[config.mk]
export PLATFORM = sky130hd
export DESIGN_NAME = fixed_to_float_enc
export DESIGN_NICKNAME = d
export VERILOG_FILES = /design/src/rtl/fixed_to_float_enc.sv
export SDC_FILE = /design/constraint.sdc
export NUM_CORES = 1
export LEC_CHECK = 0
export ABC_AREA = 0
export CAP_MARGIN = 20
export CORE_UTILIZATION = 35
export DETAILED_ROUTE_END_ITERATION = 10
export PLACE_DENSITY_LB_ADDON = 0.08
export SYNTH_ARGS = -nofsm -noshare
export SYNTH_HDL_FRONTEND = slang
export SYNTH_SLANG_ARGS = --single-unit
export TNS_END_PERCENT = 100
[constraint.sdc]
create_clock -name clk -period 2.9 [get_ports clk]
set_input_delay 0.29 -clock clk [delete_from_list [all_inputs] [get_ports clk]]
set_output_delay 0.29 -clock clk [all_outputs]
set_load 0.02 [all_outputs]
[src/rtl/fixed_to_float_enc.sv]
// Iterative fixed-point to mantissa/exponent encoder: arithmetic-shifts the input right one
// bit per cycle until it fits the signed mantissa, tracking the shift count and lost bits.
module fixed_to_float_enc #(
    parameter int MAN_W = 4,
    parameter int EXP_W = 3,
    parameter int IN_W  = 11
) (
    input  logic                    clk,
    input  logic                    reset,
    input  logic                    in_valid,
    output logic                    in_ready,
    input  logic signed [IN_W-1:0]  in_data,
    output logic                    out_valid,
    input  logic                    out_ready,
    output logic signed [MAN_W-1:0] mantissa,
    output logic signed [EXP_W-1:0] exp,
    output logic                    inexact
);

    typedef enum logic [1:0] {
        IDLE,
        CALC,
        DONE
    } state_t;

    localparam logic [EXP_W-1:0] EXP_BIAS = {1'b1, {(EXP_W-1){1'b0}}};

    state_t                  state;
    state_t                  state_nx;
    logic signed [IN_W-1:0]  sh;
    logic        [EXP_W-1:0] k;
    logic                    sticky;
    logic                    fit;

    // Value fits the mantissa when every bit from the top down to the mantissa sign bit agrees.
    function automatic logic fits_mantissa(input logic signed [IN_W-1:0] x);
        logic [IN_W-MAN_W:0] top;
        top = x[IN_W-1:MAN_W-1];
        return (&top) | ~(|top);
    endfunction

    function automatic logic signed [EXP_W-1:0] shift_to_exp(input logic [EXP_W-1:0] cnt);
        return signed'(cnt - EXP_BIAS);
    endfunction

    assign fit       = fits_mantissa(sh);
    assign in_ready  = (state == IDLE);
    assign out_valid = (state == DONE);

    always_comb begin
        state_nx = state;
        case (state)
            IDLE:    if (in_valid)  state_nx = CALC;
            CALC:    if (fit)       state_nx = DONE;
            DONE:    if (out_ready) state_nx = IDLE;
            default:                state_nx = IDLE;
        endcase
    end

    always_ff @(posedge clk) begin
        if (reset) begin
            state    <= IDLE;
            sh       <= '0;
            k        <= '0;
            sticky   <= 1'b0;
            mantissa <= '0;
            exp      <= '0;
            inexact  <= 1'b0;
        end else begin
            state <= state_nx;
            case (state)
                IDLE: begin
                    if (in_valid) begin
                        sh     <= in_data;
                        k      <= '0;
                        sticky <= 1'b0;
                    end
                end
                CALC: begin
                    if (fit) begin
                        mantissa <= sh[MAN_W-1:0];
                        exp      <= shift_to_exp(k);
                        inexact  <= sticky;
                    end else begin
                        // k cannot wrap: after 2^EXP_W-1 shifts any input fits.
                        sh     <= sh >>> 1;
                        sticky <= sticky | sh[0];
                        k      <= k + 1'b1;
                    end
                end
                default: ;
            endcase
        end
    end

endmodule

==> Word-level counts from Yosys, hierarchy flattened <==
Cells that the tools add are included.
{ "word_totals": {"ff_bits": 25, "in_bits": 15} }
{ "classes": {"addsub": 2, "eq_ne": 6, "muxes": 13, "bitwise_logic": 4, "reduce_logical": 8} }
{ "ops": {"columns": ["cell", "n"], "rows": [
  ["11-bit one-hot mux with 2 select lines", 1],
  ["11-bit 2-to-1 mux", 1],
  ["10-bit 2-to-1 mux", 1],
  ["3-bit AND reduction", 3],
  ["8-bit AND reduction", 1],
  ["8-bit OR reduction", 1],
  ["2-bit 2-to-1 mux", 3],
  ["3-bit 2-to-1 mux", 2],
  ["2-bit inequality test (second input constant)", 3],
  ["2-bit one-hot mux with 3 select lines", 1],
  ["3-bit one-hot mux with 2 select lines", 1],
  ["3-bit by 1-bit adder with 3-bit output (second input constant)", 1],
  ["3-bit subtractor (second input constant)", 1],
  ["2-bit by 1-bit equality test with 1-bit output (second input constant)", 1],
  ["2-bit equality test (second input constant)", 1],
  ["2-bit zero test", 1],
  ["1-bit 2-to-1 mux", 2],
  ["2-bit by 1-bit inequality test with 1-bit output (second input constant)", 1],
  ["1-bit inverter", 2],
  ["1-bit bitwise OR", 2],
  ["1-bit one-hot mux with 2 select lines", 1],
  ["2-bit AND reduction", 1],
  ["2-bit nonzero test", 1]
]} }

==> Longest topological paths before layout <==
Gate-level depths: netlist of run 1.
{ "logic_depth": {"ltp_word": 5, "depth_mapped": 6, "mapped_depth_nobuf": 4} }

==> Least setup slack after synthesis of run 1 <==
Ideal clock, no wire load.
{ "synth_path": {"path_type": "register -> register", "start": "register sh[9]", "end": "register exp[2]", "setup_time_ns": 0.121, "arrival_ns": 1.442, "required_ns": 2.779, "slack_ns": 1.337, "path_stages_with_launch": 5, "synth_period_minus_slack_ns": 1.563, "cell_sequence": "dfxtp_1 > nor4_1 > nand2_1 > a21oi_4 > mux2_2"} }
{ "synth_between": {"elab_chain_len": 4, "word_cells_on_any_way": 5, "cone_classes": "bitwise (2); reduce/logical (3)"} }
{ "synth_lines": {"columns": ["item", "line_no", "text"], "rows": [
  ["start, declared", "30", "logic signed [IN_W-1:0] sh;"],
  ["start signal, assigned", "74", "sh <= in_data;"],
  ["start signal, assigned", "86", "sh <= sh >>> 1;"],
  ["8-bit OR reduction", "39", "return (&top) | ~(|top);"],
  ["1-bit inverter", "39", null],
  ["1-bit bitwise OR *", "39", null],
  ["2-bit AND reduction (no line) *", null, null],
  ["end signal, assigned", "82", "exp <= shift_to_exp(k);"],
  ["end, declared", "16", "output logic signed [EXP_W-1:0] exp,"]
]} }
Every way passes the cells marked *; elsewhere a longest branch is shown, timed or not.
A chain may end at the register's enable or synchronous reset.

==> Worst setup path in the final report of run 1 <==
{ "layout_path": {"start": "register sh[9]", "end": "register k[1]"} }
{ "layout_between": {"elab_chain_len": 5, "word_cells_on_any_way": 6, "cone_classes": "eq/ne (1); bitwise (2); reduce/logical (3)"} }
{ "layout_lines": {"columns": ["item", "line_no", "text"], "rows": [
  ["8-bit OR reduction", "39", null],
  ["1-bit inverter", "39", null],
  ["1-bit bitwise OR *", "39", null],
  ["2-bit inequality test (no line) *", null, null],
  ["3-bit AND reduction (no line) *", null, null],
  ["end signal, assigned", "88", "k <= k + 1'b1;"],
  ["end, declared", "31", "logic [EXP_W-1:0] k;"]
]} }
Marked as above.

==> results of run 1 <==
## cells in the mapped netlist, drive strengths merged
library cell   n
nor4           2
or2            1
nand2          6
o21ba          1
mux2           2
a31oi          2
nor2b          4
nand4          2
a21oi          3
clkbuf         4
o21ai          1
nor2          25
ha             1
buf            4
o211ai         1
or3            2
mux2i          8
o31ai          1
dfxtp         25
or3b           1
o221a         10
nand2b        15
nor3b          3
and2           1
nand3          1
## per-layer routing
| metal | global-route usage | vias to the layer above |
|---|---|---|
| met5 | 0 | - |
| met4 | 0.0498 | 0 |
| met3 | 0.0260 | 2 |
| met2 | 0.241 | 17 |
| met1 | 0.173 | 427 |
| li1 | - | 484 |
## path summary, 6_finish.rpt
kind	to	slack, ns	start	cells past startpoint
max	k[1]$_SDFFE_PP0P_	0.99	sh[9]$_SDFFE_PP0P_	4
min	sticky$_SDFFE_PP0P_	0.47	sticky$_SDFFE_PP0P_	2
max reg2reg	k[1]$_SDFFE_PP0P_	0.99	sh[9]$_SDFFE_PP0P_	4
min reg2reg	sticky$_SDFFE_PP0P_	0.47	sticky$_SDFFE_PP0P_	2
## logic make-up (layout without fill, tap and decap cells)
group                      after synthesis  in the layout  synth area share
and+or+nand+nor                         63             63             0.275
DFF                                     25             25             0.427
AOI/OAI and AO/OA                       19             19             0.159
adders and majority gates                1              1            0.0107
muxes                                   10             10            0.0876
buffers and inverters                    8             29            0.0406
## stage by stage
step           hold WS, ns  area, sq um  std cells
2_1_floorplan        0.426         1170        126
3_3_place_gp         0.440         1430        187
3_5_place_dp         0.445         1430        187
4_1_cts              0.473         1450        191
5_1_grt              0.501         1450        191
6_report             0.467         1450        191
## where the power goes
group	switching, uW	total (uW)	internal [uW]
sequential	33.8	413	379
combinational	90.0	177	87.0
clock	100	152	51.5
## critical path, cell delays in order, from the launching register on
cell     delay (ns)
dfxtp_1        0.36
nor4_1         0.36
and2_1         0.23
or3_1          0.47
mux2_2         0.39
## registers in the layout, summed over array words and instances, names as in the netlist
name,flops
sh,11
mantissa,4
exp,3
k,3
state,2
inexact,1
sticky,1
## cells in the final DEF, fill, tap and decap left out, drive strengths merged
cell type	count
nor2	25
dfxtp	25
clkdlybuf4s50	24
nand2b	15
o221a	10
mux2i	8
nand2	6
nor2b	4
nor3b	3
clkbuf	3
a21oi	3
or3	2
nand4	2
nor4	2
mux2	2
a31oi	2
and2	1
or2	1
or3b	1
o31ai	1
o21ba	1
nand3	1
o211ai	1
o21ai	1
ha	1
clkinv	1
buf	1
## cell type report
type,count,area share
clock inverters,1,0.00344
well taps,44,0.0379
clock buffers,3,0.0155
repair buffers,25,0.170
flip-flops and latches,25,0.344
multi-input cells,93,0.429
==> results.md, run 1 <==
- Routability cong.: 0.713
- Final setup vio count: 0
- CTS Hold Bufs: 0
- Die area: 3580 sq um
- Post-DP HPWL: 1580 um
- Pwr Density: 510 nW/um^2
- Netlist cell types: 28
- Number of synthesized register bits: 25
- Iteration-0 DRC count of the detailed router: 57
- Die Ht: 59.8 um
- Gr ovfl total: 0
- Worst clock skew: 0.00318 ns
- DRC violation count after routing: 0
- Layout area overhead: 24.1%
- Mapped Area: 1170 sq um
- CTS max path bufs: 2
- Crit. End Element: flop
- Fin worst setup slack: 0.992 ns
- RSZ-0062 raised after global routing: no
- Antenna-violating nets left: 0
- Number of global-route vias before repair: 830
- Area leader, netlist: dfxtp_1
- PortBufs: 24
- Post-Route WL: 2250 um
- Multi-input gate area: 623 sq um
- Worst-margin pin slew: 0.727 ns
- Dpl ws: 0.884 ns
- Clock Latency Late Sink: 0.31 ns
- H-tree levels: 1
- I/O Pins: 25
- Max Cap Viol: 0
- Met2 WL: 1070 um
- Type of the worst min-delay path: reg2reg
- Syn. warnings: 0
- Synth area leaders: dfxtp_1 43%, nand2b_1 8.0%, nor2_1 8.0%, mux2i_1 6.8%, o221a_1 6.7%
- Initial Utilization: 0.377
- Register Area: 500 sq um
- WL per Instance: 11.8 um
- Slew Viols, Final: 0
- Buffers inserted by post-CTS timing repair: 0
- Detail Route met3 WL: 76 um
- Clock transition at the registers of the reported paths: 0.13 ns
- Relative slew slack: 0.513
- CTS tree: yes
- Power, Total: 741 uW
- Tmin final: 1.91 ns
- Final Hold Viols: 0
- Floorplan core area: 3100 sq um
- Initial antenna violation count: 0
- Net Count, Synth: 142
- Largest net degree at the start of global routing: 20
- First-pass GRT wire length: 3730 um
- VDD IR max: 0.153 mV
- Met1 wire length: 1080 um
- # fillers: 326
- Fin util: 0.469
- Post_cts resized: 0
- Post-Route Setup TNS: 0 ns
- Vias: 930
- Layout cells sized above 1: 0.102
- F_max: 524 MHz
- Fin nets: 164
- All-Layer GR Usage: 0.140
- Data required, critical path: 3.11 ns
- Mean post-synth cell area: 9.29 sq um
- Crit path max fanout: 14
- Ant. Diodes: 0
- Share of the synthesized area in the top cell type: 0.427
- CP startpoint kind: flop
- Setup CP Type: reg2reg
- Register area share after synthesis: 0.427
- Leak pwr: 0.000508 uW
- Total clock sinks: 25
- Critical Path AT: 2.12 ns
- Status: finished, final reports clean
- Die width: 59.8 um
- Top Layer Used: met4
- Rows: 20
- Pre-antenna DRT Iters: 4
- Clk root buf: clkbuf_4
- Final worst-path cycle share: 0.658
- Num CTS Buffers: 3
- Drt via density: 4.87
- Synth Instances: 126
No activity file was read; power rests on OpenSTA's default activity.
==> inputs of run 2 (changes only) <==
==> constraint.sdc (replaced) <==
create_clock -name clk -period 2 [get_ports clk]
set_input_delay 0.2 -clock clk [delete_from_list [all_inputs] [get_ports clk]]
set_output_delay 0.2 -clock clk [all_outputs]
set_load 0.02 [all_outputs]
==> run 2 against run 1 <==
First-iteration DRC count down 37%. Register-to-register slack got worse by 0.68 ns. Cell area rose by 2.8%. Flip-flop and latch count unchanged. Clock skew about the same. Largest cell class unchanged. Critical path type is now reg2out. Count of clock-buffer cells in the layout unchanged. Via count rose by 2.5%. Clock power grew 58%. Largest power group unchanged.
==> results.md, run 2 (synthesis gave the netlist of run 1 again) <==
- WL per Instance: 11.4 um (-2.8%)
- Crit path max fanout: 5 (-9)
- Final worst-path cycle share: 0.849
- Slew Viols, Final: 0 (unchanged)
- Data required, critical path: 1.80 ns (-1.31 ns)
- Drt via density: 4.86 (-0.14%)
- Clk pwr share: 0.216 (+0.011)
- Final Hold Viols: 0 (unchanged)
- Switch Pwr: 344 uW (+53%)
- First-pass GRT wire length: 3770 um (+0.94%)
- Die width: 59.8 um (unchanged)
- Antenna-violating nets left: 0 (unchanged)
- Layout area overhead: 27.6%
- Top flop regs: sh (11), mantissa (4)
- CTS Hold Bufs: 0 (unchanged)
- Endpoint, Worst Hold: sh[10]$_SDFFE_PP0P_
- Post_cts resized: 0 (unchanged)
- Rows: 20 (unchanged)
- Finished Cell Area: 1490 sq um (+2.8%)
- Largest reg by FF count: sh
- All-Layer GR Usage: 0.142 (+0.00226)
- Clock Latency Late Sink: 0.32 ns (about the same)
- CP startpoint kind: flop
- Critical Path AT: 1.50 ns (-0.62 ns)
- Max Cap Viol: 0 (unchanged)
- DRC violation count after routing: 0 (unchanged)
- Flop pwr share: 0.538 (-0.019)
- Initial Utilization: 0.377 (unchanged)
- Vias: 953 (+2.5%)
- Die area: 3580 sq um (unchanged)
- Routability cong.: 0.776 (+8.9%)
- HP Start: in_data[10]
- Commonest non-fill, non-tap cells in the layout: 25 x nor2_1, 25 x dfxtp_1, 24 x clkdlybuf4s50_1, 15 x nand2b_1, 8 x mux2i_1
- R2R Path Start: sh[3]$_SDFFE_PP0P_
- Crit. End Element: output port
- Buffers inserted by post-CTS timing repair: 0 (unchanged)
- Largest net degree at the start of global routing: 19 (-5.0%)
- Worst hold stages: 3 (+1)
- Worst clock skew: 0.00280 ns (-0.000372 ns)
- Fin nets: 169 (+3.0%)
- CTS tree: yes
- Total clock sinks: 25 (unchanged)
- Layout cells sized above 1: 0.132 (+0.0295)
- Pre-antenna DRT Iters: 4 (unchanged)
- Post-DP HPWL: 1670 um (+5.3%)
- Worst Hold Slack: 0.428 ns (-0.0393 ns)
- Switching Fraction: 0.309 (+0.00742)
- VDD IR max: 0.294 mV (+91%)
- CP cell instances: nor2b_1, clkdlybuf4s50_1
- Internal: 767 uW (+48%)
- Max FFs per register: 11 (unchanged)
- I/O Pins: 25 (unchanged)
- Crit-path max cell delay: 0.61 ns (+0.14 ns)
- Multi-input gate area: 623 sq um (unchanged)
- Leak pwr: 0.000528 uW (+3.9%)
- Tmin final: 1.70 ns
- Logic pwr share: 0.246 (+0.007)
- Number of global-route vias before repair: 871 (+4.9%)
- Post-Route Setup TNS: 0 ns (unchanged)
- Floorplan core area: 3100 sq um (unchanged)
- H-tree levels: 1 (unchanged)
- Placed Area: 1460 sq um (+2.6%)
- Post-Route WL: 2240 um (-0.27%)
- Type of the worst min-delay path: in2reg
- Max stage delay cell, worst path: clkdlybuf4s50_1
- Status: finished, final reports clean
- CTS max path bufs: 2 (unchanged)
- RSZ-0062 raised after global routing: no
- R2R depth: 5 (+1)
- R2r endpoint: sh[1]$_SDFFE_PP0P_
- F_max: 589 MHz
- Iteration-0 DRC count of the detailed router: 36 (-37%)
- Initial antenna violation count: 0 (unchanged)
- Num CTS Buffers: 3 (unchanged)
- Clk root buf: clkbuf_4
- Worst-margin pin slew: 0.706 ns (-0.0209 ns)
- Setup CP Type: reg2out
- # fillers: 328 (+0.61%)
- Relative slew slack: 0.527 (+0.0140)
- Register Area: 500 sq um (unchanged)
- PortBufs: 24 (unchanged)
- Final setup vio count: 0 (unchanged)
- R2r setup slk: 0.31 ns (-0.68 ns)
- Ant. Diodes: 0 (unchanged)
- Clock transition at the registers of the reported paths: 0.15 ns (+0.02 ns)
- Die Ht: 59.8 um (unchanged)
- Pwr Density: 744 nW/um^2 (+46%)
- Gr ovfl total: 0 (unchanged)
## run 2: changes by cell type in the layout (fill, tap and decap cells not counted)
cell,previous run,this run
clkinv_2,1,0
clkinvlp_4,0,1
buf_4,1,6
## run 2: power by group through the flow
stage,Combinational [uW],Clock [uW],Sequential [uW]
after CTS,277,253,598
after global routing,301,279,606
after global placement,272,0,607
after floorplan,193,0,602
after detailed placement,276,0,609
final,273,240,598
## run 2: worst max-delay path by stage
stage	slack, ns	start	endpoint	cells after the start
floorplan	0.44	sh[9]$_SDFFE_PP0P_	exp[2]$_SDFFE_PP0P_	4
global placement	0.18	in_valid	sh[0]$_SDFFE_PP0P_	4
detailed placement	0.17	in_valid	sh[1]$_SDFFE_PP0P_	4
CTS	0.28	state[1]$_SDFFE_PP0P_	out_valid	2
global route	0.17	state[1]$_SDFFE_PP0P_	sh[7]$_SDFFE_PP0P_	4
finish	0.30	state[1]$_SDFFE_PP0P_	out_valid	2
## run 2: routing by layer
metal  track usage  share of wire
met5             0              0
met4        0.0764         0.0080
met3        0.0390          0.041
met2         0.225           0.45
met1         0.174           0.50
## run 2: area by class of cell
class | instances | area share
multi-input combinational | 93 | 0.417
sequential | 25 | 0.335
timing repair buffer | 30 | 0.191
tap | 44 | 0.0369
clock buffer | 3 | 0.0151
clock inverter | 1 | 0.00503
## run 2: metrics by stage
stage	setup WS, ns	cells	total power, uW	util
5_1_grt	0.167	196	1190	0.481
4_1_cts	0.284	196	1130	0.481
3_3_place_gp	0.180	192	879	0.472
2_1_floorplan	0.437	126	795	-
3_5_place_dp	0.165	192	885	0.472
6_report	0.302	196	1110	0.481
## run 2: worst max-delay path, delay by kind of cell, from the launching register on
| kind | cells | cell delay [ns] |
|---|---|---|
| buffers and inverters | 1 | 0.61 |
| DFF | 1 | 0.40 |
| and+or+nand+nor | 1 | 0.16 |
==> inputs of run 3 (changes only) <==
==> constraint.sdc (replaced) <==
create_clock -name clk -period 1.62 [get_ports clk]
set_input_delay 0.162 -clock clk [delete_from_list [all_inputs] [get_ports clk]]
set_output_delay 0.162 -clock clk [all_outputs]
set_load 0.02 [all_outputs]
==> run 3 against run 2 <==
Cell area up 5.9%. Wire length up 3.7%. Via count up 2.0%. Count of clock-buffer cells in the layout unchanged. Flip-flop and latch count unchanged. Power up 29%. Highest routed layer unchanged. Sequential power up 25%. Sequential share of layout area down 1.5 points. Largest cell class unchanged.
==> results.md, run 3 (synthesis gave the netlist of run 1 again) <==
- Tmin final: 1.56 ns
- Final setup vio count: 0 (unchanged)
- Met1 wire length: 1130 um (+0.18%)
- Iteration-0 DRC count of the detailed router: 28 (-22%)
- DRC violation count after routing: 0 (unchanged)
- Power, Total: 1430 uW (+29%)
- Post-DP HPWL: 1700 um (+2.1%)
- CTS Hold Bufs: 0 (unchanged)
- CTS tree: yes
- Num CTS Buffers: 3 (unchanged)
- Clk root buf: clkbuf_4
- Slew Viols, Final: 0 (unchanged)
- I/O Pins: 25 (unchanged)
- Clock transition at the registers of the reported paths: 0.14 ns (about the same)
- Layout cells sized above 1: 0.222 (+0.0899)
- Clock Latency Late Sink: 0.32 ns (about the same)
- F_max: 640 MHz
- Crit path max fanout: 8 (+3)
- Largest net degree at the start of global routing: 17 (-2)
- Pwr Density: 907 nW/um^2 (+22%)
- Type of the worst min-delay path: in2reg
- Worst Hold Slack: 0.399 ns (-0.0287 ns)
- Relative slew slack: 0.695 (+0.169)
- Finished Cell Area: 1580 sq um (+5.9%)
- Top Layer Used: met4
- Worst-margin pin slew: 0.457 ns (-0.249 ns)
- Commonest non-fill, non-tap cells in the layout: 25 x nor2_1, 22 x clkdlybuf4s50_1, 20 x dfxtp_1, 14 x nand2b_1, 11 x buf_4
- Routability cong.: 0.807 (+3.9%)
- Critical Path AT: 1.79 ns (+0.29 ns)
- Floorplan core area: 3100 sq um (unchanged)
- Number of global-route vias before repair: 875 (+0.46%)
- All-Layer GR Usage: 0.148 (+0.00574)
- Die Ht: 59.8 um (unchanged)
- Max FFs per register: 11 (unchanged)
- Final Hold Viols: 0 (unchanged)
- Met2 WL: 1070 um (+6.6%)
- Drt via density: 4.81 (-1.0%)
- Fin nets: 175 (+3.6%)
- Commonest non-fill, non-tap cell in the layout: nor2_1
- CTS max path bufs: 2 (unchanged)
- CP startpoint kind: flop
- Max Cap Viol: 0 (unchanged)
- VDD IR max: 0.364 mV (+24%)
- Worst clock skew: 0.00236 ns (-0.000440 ns)
- Detail Route met3 WL: 85 um (-8.6%)
- Post-Route WL: 2330 um (+3.7%)
- Leak pwr: 0.000577 uW (+9.3%)
- R2R depth: 4 (-1)
- Total clock sinks: 25 (unchanged)
- Rows: 20 (unchanged)
- Vias: 972 (+2.0%)
- WL per Instance: 11.5 um (+0.66%)
- Die area: 3580 sq um (unchanged)
- Layout area overhead: 35.0%
- PortBufs: 24 (unchanged)
- Status: finished, final reports clean
- Gr ovfl total: 0 (unchanged)
- Crit. End Element: flop
- Top flop regs: sh (11), mantissa (4)
- First-pass GRT wire length: 3930 um (+4.2%)
- Placed Area: 1500 sq um (+2.6%)
- Pre-antenna DRT Iters: 4 (unchanged)
- Ant. Diodes: 0 (unchanged)
- Worst hold stages: 3 (unchanged)
- Final worst-path cycle share: 0.964
- Initial Utilization: 0.377 (unchanged)
- Data required, critical path: 1.85 ns (+0.05 ns)
- H-tree levels: 1 (unchanged)
- Initial antenna violation count: 0 (unchanged)
- Setup CP Type: reg2reg
- Antenna-violating nets left: 0 (unchanged)
- RSZ-0062 raised after global routing: no
- Largest reg by FF count: sh
- Die width: 59.8 um (unchanged)
## run 3: report_power, final
part           internal (uW)  switching, uW
sequential               683           65.3
clock                   92.6            193
combinational            219            181
## run 3: layer usage
metal,track usage,vias up
met5,0,-
met4,0.0698,0
met3,0.0260,5
met2,0.252,22
met1,0.179,438
li1,-,507
## run 3: worst paths after layout
kind         slack (ns)             endpoint                  start
max                0.06   sh[9]$_SDFFE_PP0P_  state[1]$_SDFFE_PP0P_
min                0.40  sh[10]$_SDFFE_PP0P_            in_data[10]
min reg2reg        0.47  sticky$_SDFFE_PP0P_    sticky$_SDFFE_PP0P_
max reg2reg        0.06   sh[9]$_SDFFE_PP0P_  state[1]$_SDFFE_PP0P_
## run 3: what timing repair did
| item | in CTS | in global routing |
|---|---|---|
| hold endpoints to repair | 0 | 0 |
| pin swaps | 0 | 1 |
| buffers inserted | 0 | 1 |
| resized for setup | 4 | 10 |
| gates cloned | 0 | 0 |
| setup endpoints to repair | 12 | 23 |
## run 3: area by class of cell
| cell class | instances | area, sq um |
|---|---|---|
| Multi-Input combinational cell | 93 | 661 |
| Fill cell | 320 | 1520 |
| Sequential cell | 25 | 507 |
| Timing Repair Buffer | 36 | 332 |
| Tap cell | 44 | 55.1 |
| Clock buffer | 3 | 22.5 |
| Clock inverter | 1 | 5.00 |
## run 3: critical path, cell delays in order, from the launching register on
cell	delay, ns
dfxtp_1	0.35
nand2b_2	0.26
or3_4	0.43
buf_4	0.17
o221a_2	0.26
## run 3: through the flow
step                setup WS, ns  TNS [ns]  utilization  std cells
CTS                       0.0102         0        0.496        201
global route             0.00107         0        0.510        202
global placement         -0.0661    -0.601        0.484        197
floorplan                 0.0573         0            -        126
finish                    0.0580         0        0.510        202
detailed placement       -0.0819    -0.772        0.484        197
